### config.mk
export PLATFORM = sky130hd
export DESIGN_NAME = fetch_queue
export DESIGN_NICKNAME = d
export VERILOG_FILES = /design/src/rtl/fetch_queue.sv
export SDC_FILE = /design/constraint.sdc
export NUM_CORES = 1
export LEC_CHECK = 0
export CAP_MARGIN = 25
export CORE_ASPECT_RATIO = 1.2
export CORE_MARGIN = 4
export CORE_UTILIZATION = 25
export DETAILED_ROUTE_END_ITERATION = 8
export MAX_ROUTING_LAYER = met4
export PLACE_DENSITY = 0.42
export SYNTH_ARGS = -nofsm -noshare
export SYNTH_HDL_FRONTEND = slang
export SYNTH_SLANG_ARGS = --single-unit
export TNS_END_PERCENT = 10
### constraint.sdc
create_clock -name clk -period 3.6 [get_ports clk]
set_input_delay 0.72 -clock clk [delete_from_list [all_inputs] [get_ports clk]]
set_output_delay 0.72 -clock clk [all_outputs]
set_load 0.01 [all_outputs]
### src/rtl/fetch_queue.sv
// Fetch stage: owns the fetch PC, drives the PROM address and buffers
// returned words in a small FIFO presented over valid/ready.
module fetch_queue #(
  parameter int DEPTH = 4,
  parameter int ADDR_W = 16,
  parameter int INST_W = 32,
  parameter logic [ADDR_W-1:0] RESET_PC = '0
) (
  input  logic              clk,
  input  logic              reset_n,
  output logic [ADDR_W-1:0] prom_addr,
  input  logic [INST_W-1:0] prom_instruction,
  input  logic              redirect,
  input  logic [ADDR_W-1:0] redirect_pc,
  output logic              inst_valid,
  input  logic              inst_ready,
  output logic [INST_W-1:0] inst,
  output logic [ADDR_W-1:0] inst_pc
);

  localparam int PTR_W = $clog2(DEPTH);
  localparam int CNT_W = $clog2(DEPTH + 1);
  localparam logic [CNT_W:0] DEPTH_C = (CNT_W + 1)'(DEPTH);

  logic [ADDR_W-1:0] fetch_pc;
  logic [ADDR_W-1:0] pend_pc;
  logic              pend;
  logic [PTR_W-1:0]  rd_ptr;
  logic [PTR_W-1:0]  wr_ptr;
  logic [CNT_W-1:0]  count;

  logic [INST_W-1:0] mem_inst [DEPTH];
  logic [ADDR_W-1:0] mem_pc   [DEPTH];

  logic [CNT_W:0] used;
  logic           issue;
  logic           push;
  logic           pop;

  // Credit counts the in-flight word; a same-edge pop earns nothing.
  assign used  = {1'b0, count} + {{CNT_W{1'b0}}, pend};
  assign issue = !redirect && (used < DEPTH_C);
  assign push  = pend && !redirect;
  assign pop   = inst_valid && inst_ready;

  assign prom_addr  = fetch_pc;
  assign inst_valid = (count != '0);
  assign inst       = inst_valid ? mem_inst[rd_ptr] : '0;
  assign inst_pc    = inst_valid ? mem_pc[rd_ptr] : '0;

  always_ff @(posedge clk or negedge reset_n) begin
    if (!reset_n) begin
      fetch_pc <= RESET_PC;
      pend     <= 1'b0;
      pend_pc  <= '0;
      rd_ptr   <= '0;
      wr_ptr   <= '0;
      count    <= '0;
    end else if (redirect) begin
      fetch_pc <= redirect_pc;
      pend     <= 1'b0;
      rd_ptr   <= '0;
      wr_ptr   <= '0;
      count    <= '0;
    end else begin
      pend <= issue;
      if (issue) begin
        pend_pc  <= fetch_pc;
        fetch_pc <= fetch_pc + ADDR_W'(1);
      end
      if (push) wr_ptr <= wr_ptr + PTR_W'(1);
      if (pop)  rd_ptr <= rd_ptr + PTR_W'(1);
      unique case ({push, pop})
        2'b10:   count <= count + CNT_W'(1);
        2'b01:   count <= count - CNT_W'(1);
        default: count <= count;
      endcase
    end
  end

  always_ff @(posedge clk) begin
    if (push) begin
      mem_inst[wr_ptr] <= prom_instruction;
      mem_pc[wr_ptr]   <= pend_pc;
    end
  end

endmodule

==> impl_metrics.csv, run 1 <==
group,metric,value,unit
cts,cts.reportedPaths.clkPinSlew,0.06,ns
power_and_ir_drop,powerDensity,723,nW/µm²
critical_path,critPathSlowestCell,"or3_2",
timing,slew_headroom,0.425,
power_and_ir_drop,comb_power_share,0.284,
finish,fillCellCount,3507,
logic_synthesis,synth_fp_nets,542,
global_route,grt_first_pass_wirelength,31300,µm
finish,antenna_cells,0,
power_and_ir_drop,p_clk_frac,0.301,
placement,dpl.cell_count,1059,
critical_path,crit_chain,"or3_2, and2_1, clkdlybuf4s50_1",
detailed_routing,num_vias,4813,
power_and_ir_drop,switchingPower,0.00234,W
floorplan,io-pin-count,117,
floorplan,initial_core_util,0.255,
power_and_ir_drop,leakage,3.95,nW
cts,clock-root-buffer,"clkbuf_16",
global_route,track_usage,0.103,
timing,min_period,3.44,ns
logic_synthesis,synth_cell_types,42,
timing,finalSetupTns,0,ns
global_route,antenna_found_initial,0,
detailed_routing,drt_wl_total,20200,µm
detailed_routing,drc_errors,0,
critical_path,critPathMaxFanout,50,
detailed_routing,dr.pass1.iters,4,
critical_path,required,2.88,ns
finish,fin_area,12000,µm²
timing,skew,0.0167,ns
logic_synthesis,synth-edff-count,192,
floorplan,die_w,183,µm
detailed_routing,via_per_inst,4.36,
logic_synthesis,avgSynthCellArea,19.0,µm²
timing,rsz0062_at_grt,"false",
critical_path,reg2reg_slack,1.45,ns
logic_synthesis,synth_area,9210,µm²
cts,postCtsHoldBufs,0,
placement,place.gp.congestion,0.694,
cts,post_cts_buffers,0,
cts,cts.sink_count,232,
finish,finalNonFillerCells,1103,
cts,tritoncts,"yes",
critical_path,rr_worst_depth,6,
power_and_ir_drop,power.share.sequential,0.415,
detailed_routing,drt_iter0_drc,165,
critical_path,crit_type,"register to output port",
floorplan,die_h,218,µm
floorplan,dieArea,40000,µm²
finish,final_cell_mix,"edfxtp_1 (192), clkdlybuf4s50_1 (115), and2_1 (51)",
timing,setup_viol,0,
critical_path,critical_path.n_buffers_inverters,1,
flow_run,cap_violations,0,
status,status,"completed",
cts,htree_levels,1,
logic_synthesis,ys_seq_elements,232,
floorplan,fp.coreArea,36100,µm²
timing,hold_viol_final,0,
timing,fmax,290,MHz
critical_path,worstSetupStartpointType,"register",
critical_path,slowest_delay,0.89,ns
finish,final_common_cell,"edfxtp_1",
worst_hold_path,holdCritPathClass,"input pin to async pin",
finish,nets,678,
cts,cts_resized,0,
critical_path,path_delay_family,"simple AND/OR/NAND/NOR gates",
cts,cts_buffers,26,
global_route,grt_pass1_vias,5305,
global_route,overflow,0,
placement,io_buffers,116,
placement,hpwl,13100,µm
power_and_ir_drop,switching_share,0.270,
logic_synthesis,synth_cells,484,
detailed_routing,post_drt_wl_per_cell,18.3,µm
global_route,grt_max_degree,51,
detailed_routing,postRouteAntennaNets,0,
logic_synthesis,synth-seq-area-share,0.734,
finish,area_delta_synth_final,29.8,%
logic_synthesis,yosys_warnings,0,
critical_path,arrival,2.72,ns
timing,worstMarginPinSlew,0.863,ns
power_and_ir_drop,ir_drop,0.278,mV
logic_synthesis,synthArstFlopShare,0.172,
floorplan,rows,76,
power_and_ir_drop,p_int,0.00631,W
finish,drive_gt1_frac,0.200,
timing,finalCritPeriodShare,0.956,
critical_path,r2r_start,"count[0]",
cts,clockBufferDepth,3,
placement,placed_area,11100,µm²
critical_path,r2r-end,"count[2]",
timing,slew_viol_final,0,
critical_path,end_kind,"output port",
logic_synthesis,synth_ff_type,"edfxtp_1",
cts,clock_latency,0.52,ns
==> Yosys cell counts, types with 2 or more instances <==
library cell  number  area share
ha_1               5      0.0068
o21ai_0           12      0.0065
nor2_1            11      0.0045
o211a_1            2      0.0022
a211o_1            2      0.0019
buf_6              2      0.0024
nand2_1           15      0.0061
dfrtp_1           40        0.11
buf_1              3      0.0012
o31ai_1            2      0.0016
xor2_1             8      0.0076
nor4_1             2      0.0014
or3_1              4      0.0027
mux4_2            48        0.12
nand4_1            5      0.0034
buf_2              7      0.0038
xnor2_1            3      0.0029
or4_1              3      0.0024
nand3_1            6      0.0033
and3_1             2      0.0014
edfxtp_1         192        0.63
and2_1            55       0.037
clkbuf_1          11      0.0045
a31oi_1            5      0.0034
inv_1              5      0.0020
mux2i_1            3      0.0033
mux2_2            16       0.020
==> state kept, by name, indices dropped and copies added (netlist names) <==
| signal | count |
|---|---|
| count | 3 |
| pend | 1 |
| wr_ptr | 2 |
| rd_ptr | 2 |
| pend_pc | 16 |
| mem_inst | 128 |
| mem_pc | 64 |
| prom_addr | 16 |
==> final cells by class <==
type	count	area (µm²)	area share
well taps	468	586	0.0490
flip-flops and latches	232	6770	0.566
inverters	5	18.8	0.00157
clock inverters	11	169	0.0141
repair buffers	132	1430	0.119
clock buffers	32	673	0.0563
multi-input cells	223	2320	0.194
==> how the worst max path moves through the flow <==
stage / from / slack, ns / end / cells past startpoint
2_1_floorplan: redirect / 0.90 / mem_inst[0][0] / 3
3_3_place_gp: rd_ptr[0] / 0.67 / inst_pc[6] / 4
3_5_place_dp: count[0] / 0.66 / inst_pc[6] / 3
4_1_cts: count[0] / 0.07 / inst_pc[6] / 3
5_1_grt: count[0] / 0.02 / inst_pc[6] / 3
6_report: count[0] / 0.16 / inst_pc[6] / 3
==> through the flow <==
step / hold WS (ns) / worst slack (ns) / util / total power (W)
after CTS: 0.358 / 0.0745 / 0.330 / 0.00885
after floorplan: 0.424 / 0.904 / - / 0.00491
after global placement: 0.501 / 0.674 / 0.307 / 0.00614
after detailed placement: 0.512 / 0.660 / 0.307 / 0.00619
after global routing: 0.167 / 0.0163 / 0.331 / 0.00912
final: 0.168 / 0.157 / 0.331 / 0.00864
==> layer usage <==
| metal | wire [µm] | track usage |
|---|---|---|
| met2 | 10200 | 0.174 |
| met3 | 846 | 0.0166 |
| met1 | 8790 | 0.131 |
| met4 | 318 | 0.0236 |
| met5 | 0 | - |
==> kinds of logic (layout without fill, tap and decap cells) <==
| group | count (synthesis) | in the layout | share of synthesized area |
|---|---|---|---|
| buf+inv | 29 | 180 | 0.0148 |
| simple gates | 111 | 111 | 0.0694 |
| xor+xnor | 11 | 11 | 0.0105 |
| fa+ha+maj | 6 | 6 | 0.00896 |
| mux | 67 | 67 | 0.140 |
| flops | 232 | 232 | 0.734 |
| compound gates | 28 | 28 | 0.0217 |
==> power by group through the flow <==
stage                     sequential [W]  combinational, W  clock, W
after floorplan                  0.00350           0.00140         0
after global placement           0.00363           0.00251         0
after detailed placement         0.00366           0.00253         0
after CTS                        0.00360           0.00254   0.00270
after global routing             0.00365           0.00267   0.00281
final                            0.00359           0.00245   0.00261
Note: power is estimated with default switching activity, not from simulation.
==> inputs of run 2 (changes only) <==
--- a/config.mk
+++ b/config.mk
@@ -11,7 +11,6 @@
 export CORE_UTILIZATION = 25
 export DETAILED_ROUTE_END_ITERATION = 8
 export MAX_ROUTING_LAYER = met4
-export PLACE_DENSITY = 0.42
 export SYNTH_ARGS = -nofsm -noshare
 export SYNTH_HDL_FRONTEND = slang
 export SYNTH_SLANG_ARGS = --single-unit
==> run 2 against run 1 <==
Combinational power about the same. Utilization fell by 0.35 points. Clock power down 3%. Worst hold slack better by 0.15 ns. Sequential share of layout area increased by 0.61 points. Total power shrank 1.5%. Via count is 0.85% lower. Clock-buffer cell count stayed put. Worst setup slack improved by 0.014 ns. Final area decreased by 1.1%. Critical endpoint is now inst_pc[5].
==> impl_metrics.csv, run 2 (synthesis gave the netlist of run 1 again) <==
group,metric,value,unit
status,status,"completed",
cts,htree_levels,1,
finish,final_common_cell,"edfxtp_1",
cts,postCtsHoldBufs,0,
flow_run,cap_violations,0,
cts,tritoncts,"yes",
floorplan,die_h,218,µm
critical_path,slowest_delay,0.89,ns
detailed_routing,post_drt_wl_per_cell,17.3,µm
critical_path,required,2.88,ns
floorplan,initial_core_util,0.255,
cts,clock_latency,0.52,ns
global_route,grt_use_met1,0.123,
floorplan,die_w,183,µm
critical_path,critPathMaxFanout,50,
placement,dpl.cell_count,1057,
global_route,met2_usage,0.161,
cts,clock-root-buffer,"clkbuf_16",
finish,nets,675,
finish,largest_reg_flops,128,
timing,finalSetupTns,0,ns
finish,finalNonFillerCells,1105,
detailed_routing,num_vias,4772,
detailed_routing,dr.pass1.iters,4,
detailed_routing,drt_iter0_drc,223,
critical_path,critPathSlowestCell,"or3_2",
detailed_routing,drc_errors,0,
timing,hold_slack,0.320,ns
global_route,antenna_found_initial,0,
finish,final_util,0.327,
cts,post_cts_buffers,0,
timing,setup_viol,0,
timing,fmax,292,MHz
detailed_routing,via_per_inst,4.32,
cts,clockBufferDepth,3,
timing,finalCritPeriodShare,0.952,
global_route,track_usage,0.0973,
finish,antenna_cells,0,
global_route,grt_max_degree,51,
critical_path,worstSetupStartpointType,"register",
cts,cts_resized,0,
critical_path,path_delay_family,"simple AND/OR/NAND/NOR gates",
floorplan,io-pin-count,117,
critical_path,arrival,2.71,ns
finish,largestRegisters,"mem_inst (128), mem_pc (64)",
finish,fillCellCount,3525,
timing,slew_viol_final,0,
timing,slew_headroom,0.394,
cts,cts.sink_count,232,
global_route,grt_pass1_vias,5173,
power_and_ir_drop,ir_drop,0.271,mV
power_and_ir_drop,powerDensity,719,nW/µm²
critical_path,critical_path.n_buffers_inverters,1,
placement,io_buffers,116,
placement,hpwl,11700,µm
timing,hold_viol_final,0,
detailed_routing,drt_wl_total,19100,µm
cts,cts.reportedPaths.clkPinSlew,0.06,ns
power_and_ir_drop,leakage,3.90,nW
finish,area_delta_synth_final,28.4,%
timing,min_period,3.43,ns
detailed_routing,postRouteAntennaNets,0,
finish,multi_input_area,2320,µm²
timing,skew,0.00687,ns
finish,final_cell_mix,"edfxtp_1 (192), clkdlybuf4s50_1 (115), and2_1 (51)",
worst_hold_path,holdCritPathClass,"input pin to async pin",
floorplan,fp.coreArea,36100,µm²
timing,rsz0062_at_grt,"false",
floorplan,dieArea,40000,µm²
global_route,busiest_layer,"met2",
cts,cts_buffers,26,
timing,worstMarginPinSlew,0.910,ns
placement,place.gp.congestion,0.768,
critical_path,crit_type,"register to output port",
global_route,grt_first_pass_wirelength,29400,µm
critical_path,crit_chain,"or3_2, and2_1, clkdlybuf4s50_1",
finish,drive_gt1_frac,0.201,
global_route,overflow,0,
global_route,use_met3,0.0163,
finish,seqCellArea,6770,µm²
finish,top_register,"mem_inst",
floorplan,rows,76,
critical_path,end_kind,"output port",
## run 2: cell count changes in the layout (fill, tap and decap cells not counted), sizes merged
| cell | change |
|---|---|
| buf | -3 |
| inv | +1 |
| clkinvlp | +3 |
| bufinv | -2 |
| clkinv | +3 |
## run 2: path summary, 6_finish.rpt
kind	slack, ns	startpoint	end	cells past startpoint
max reg2reg	1.49	pend	pend_pc[9]	3
min in group clk	0.52	pend_pc[12]	mem_pc[1][12]	0
max	0.17	count[0]	inst_pc[5]	3
min	0.32	reset_n	prom_addr[1]	1
max in group asynchronous	2.60	reset_n	rd_ptr[0]	1
min reg2reg	0.52	pend_pc[12]	mem_pc[1][12]	0
## run 2: stage by stage
stage	setup slack (ns)	power, W	area [µm²]
3_3_place_gp	0.664	0.00609	11000
2_1_floorplan	0.904	0.00491	9210
5_1_grt	0.0129	0.00902	11800
4_1_cts	0.0614	0.00873	11800
6_report	0.172	0.00851	11800
3_5_place_dp	0.628	0.00612	11000
## run 2: metal layers
layer  share of wire  wire length, µm
met5               0                0
met4           0.021              403
met3           0.049              935
met2            0.49             9390
met1            0.44             8410
## run 2: layout make-up
type / instances / share of cell area
clock inverter: 16 / 0.0121
timing repair buffer: 129 / 0.110
clock buffer: 32 / 0.0587
sequential: 232 / 0.572
tap: 468 / 0.0495
inverter: 5 / 0.00159
multi-input combinational: 223 / 0.196
## run 2: worst reg2reg max path, delay by kind of cell (launching register included)
| kind | cells | cell delay, ns |
|---|---|---|
| mux | 1 | 0.41 |
| compound gates | 1 | 0.40 |
| flops | 1 | 0.51 |
| simple gates | 1 | 0.67 |
## run 2: where the power goes
part	leakage (nW)	internal (W)	switching (W)	total, W
Clock	0.400	0.00152	0.00102	0.00254
Sequential	2.22	0.00330	0.000233	0.00353
Combinational	1.28	0.00137	0.00107	0.00244
==> inputs of run 3 (changes only) <==
--- a/config.mk
+++ b/config.mk
@@ -6,7 +6,6 @@
 export NUM_CORES = 1
 export LEC_CHECK = 0
 export CAP_MARGIN = 25
-export CORE_ASPECT_RATIO = 1.2
 export CORE_MARGIN = 4
 export CORE_UTILIZATION = 25
 export DETAILED_ROUTE_END_ITERATION = 8
==> run 3 against run 2 <==
Clock-buffer cell count down 1. Non-clock buffer count is the same. Critical path depth up 1. First-iteration DRC count is the same. Global-route usage barely moved. Sequential share of layout area barely moved. Clock power shrank 3%. Combinational power is essentially flat. Total power is 0.51% lower. Routed wire length is 1.0% lower. Largest cell class unchanged.
==> impl_metrics.csv, run 3 (synthesis gave the netlist of run 1 again) <==
group,metric,value,unit
cts,postCtsHoldBufs,0,
placement,hpwl,12000,µm
timing,skew,0.0215,ns
finish,largestRegisters,"mem_inst (128), mem_pc (64)",
cts,cts.reportedPaths.clkPinSlew,0.06,ns
global_route,met2_usage,0.154,
finish,final_common_cell,"edfxtp_1",
floorplan,die_h,200,µm
finish,finalNonFillerCells,1102,
timing,setup_viol,0,
power_and_ir_drop,leakage,3.90,nW
cts,htree_levels,1,
detailed_routing,postRouteAntennaNets,0,
detailed_routing,via_per_inst,4.28,
timing,slew_viol_final,0,
finish,nets,675,
detailed_routing,drc_errors,0,
global_route,track_usage,0.0969,
finish,multi_input_area,2320,µm²
critical_path,path_delay_family,"buffers and inverters",
finish,top_register,"mem_inst",
cts,clock_latency,0.53,ns
critical_path,critPathSlowestCell,"dfrtp_4",
cts,tritoncts,"yes",
critical_path,critical_path.n_buffers_inverters,2,
critical_path,slowest_delay,0.61,ns
timing,finalCritPeriodShare,0.931,
timing,finalSetupTns,0,ns
detailed_routing,drt_wl_total,18900,µm
global_route,grt_max_degree,51,
global_route,use_met3,0.0198,
timing,min_period,3.35,ns
timing,rsz0062_at_grt,"false",
critical_path,crit_type,"register to output port",
critical_path,crit_chain,"buf_12, mux4_2, and2_1, clkdlybuf4s50_1",
global_route,grt_first_pass_wirelength,29200,µm
timing,slew_headroom,0.484,
finish,fillCellCount,3529,
global_route,grt_use_met1,0.129,
floorplan,die_w,200,µm
global_route,busiest_layer,"met2",
cts,cts.sink_count,232,
floorplan,rows,70,
floorplan,initial_core_util,0.252,
cts,post_cts_buffers,0,
finish,antenna_cells,0,
finish,area_delta_synth_final,28.5,%
cts,cts_resized,0,
critical_path,required,2.88,ns
global_route,grt_pass1_vias,5004,
finish,final_cell_mix,"edfxtp_1 (192), clkdlybuf4s50_1 (115), and2_1 (51)",
critical_path,arrival,2.63,ns
cts,clock-root-buffer,"clkbuf_16",
floorplan,dieArea,40000,µm²
timing,worstMarginPinSlew,0.774,ns
flow_run,cap_violations,0,
finish,largest_reg_flops,128,
detailed_routing,dr.pass1.iters,4,
status,status,"completed",
cts,clockBufferDepth,3,
global_route,antenna_found_initial,0,
power_and_ir_drop,ir_drop,0.359,mV
detailed_routing,drt_iter0_drc,223,
critical_path,end_kind,"output port",
placement,place.gp.congestion,0.733,
timing,hold_viol_final,0,
finish,seqCellArea,6770,µm²
finish,drive_gt1_frac,0.197,
detailed_routing,post_drt_wl_per_cell,17.2,µm
placement,io_buffers,116,
timing,fmax,298,MHz
floorplan,io-pin-count,117,
detailed_routing,num_vias,4715,
critical_path,worstSetupStartpointType,"register",
placement,dpl.cell_count,1056,
worst_hold_path,holdCritPathClass,"input pin to async pin",
cts,cts_buffers,26,
critical_path,critPathMaxFanout,22,
global_route,overflow,0,
floorplan,fp.coreArea,36500,µm²
power_and_ir_drop,powerDensity,716,nW/µm²
[run 3: final cells by class]
cell class | instances | share of cell area
Sequential cell | 232 | 0.572
Multi-Input combinational cell | 223 | 0.196
Timing Repair Buffer | 129 | 0.113
Clock buffer | 31 | 0.0566
Tap cell | 468 | 0.0495
Clock inverter | 14 | 0.0112
Inverter | 5 | 0.00159
[run 3: final timing paths]
path,from,to,slack [ns],cells past startpoint
min in group clk,pend_pc[3],mem_pc[1][3],0.53,0
min reg2reg,pend_pc[3],mem_pc[1][3],0.53,0
max,rd_ptr[0],inst[13],0.25,4
max in group asynchronous,reset_n,rd_ptr[0],3.21,2
min,reset_n,prom_addr[1],0.15,2
max reg2reg,pend,pend_pc[11],1.51,3
[run 3: worst reg2reg max path: stages, from the launching register on]
cell and delay, ns:
dfrtp_1 0.51, a31oi_4 0.38, and2_1 0.67, mux2_2 0.41
[run 3: power by group]
part / switching [W] / total, W / internal, W / leakage (nW)
Sequential: 0.000287 / 0.00359 / 0.00330 / 2.22
Clock: 0.00101 / 0.00247 / 0.00146 / 0.393
Combinational: 0.00103 / 0.00241 / 0.00139 / 1.29
[run 3: per-layer routing]
metal  share of wire  vias up  routed length [µm]
met5               0        -                   0
met4           0.017        0                 330
met3           0.053       28                1010
met2            0.48      125                9070
met1            0.45     2380                8520
li1                -     2182                   -
[run 3: per-stage QoR]
step	setup WS, ns	area (µm²)	util	hold WS, ns	power, W
finish	0.247	11800	0.324	0.149	0.00847
global route	0.0461	11800	0.324	0.145	0.00897
CTS	0.143	11800	0.324	0.339	0.00867
detailed placement	0.724	11000	0.302	0.515	0.00614
global placement	0.721	11000	0.302	0.503	0.00612
floorplan	0.904	9210	-	0.424	0.00491
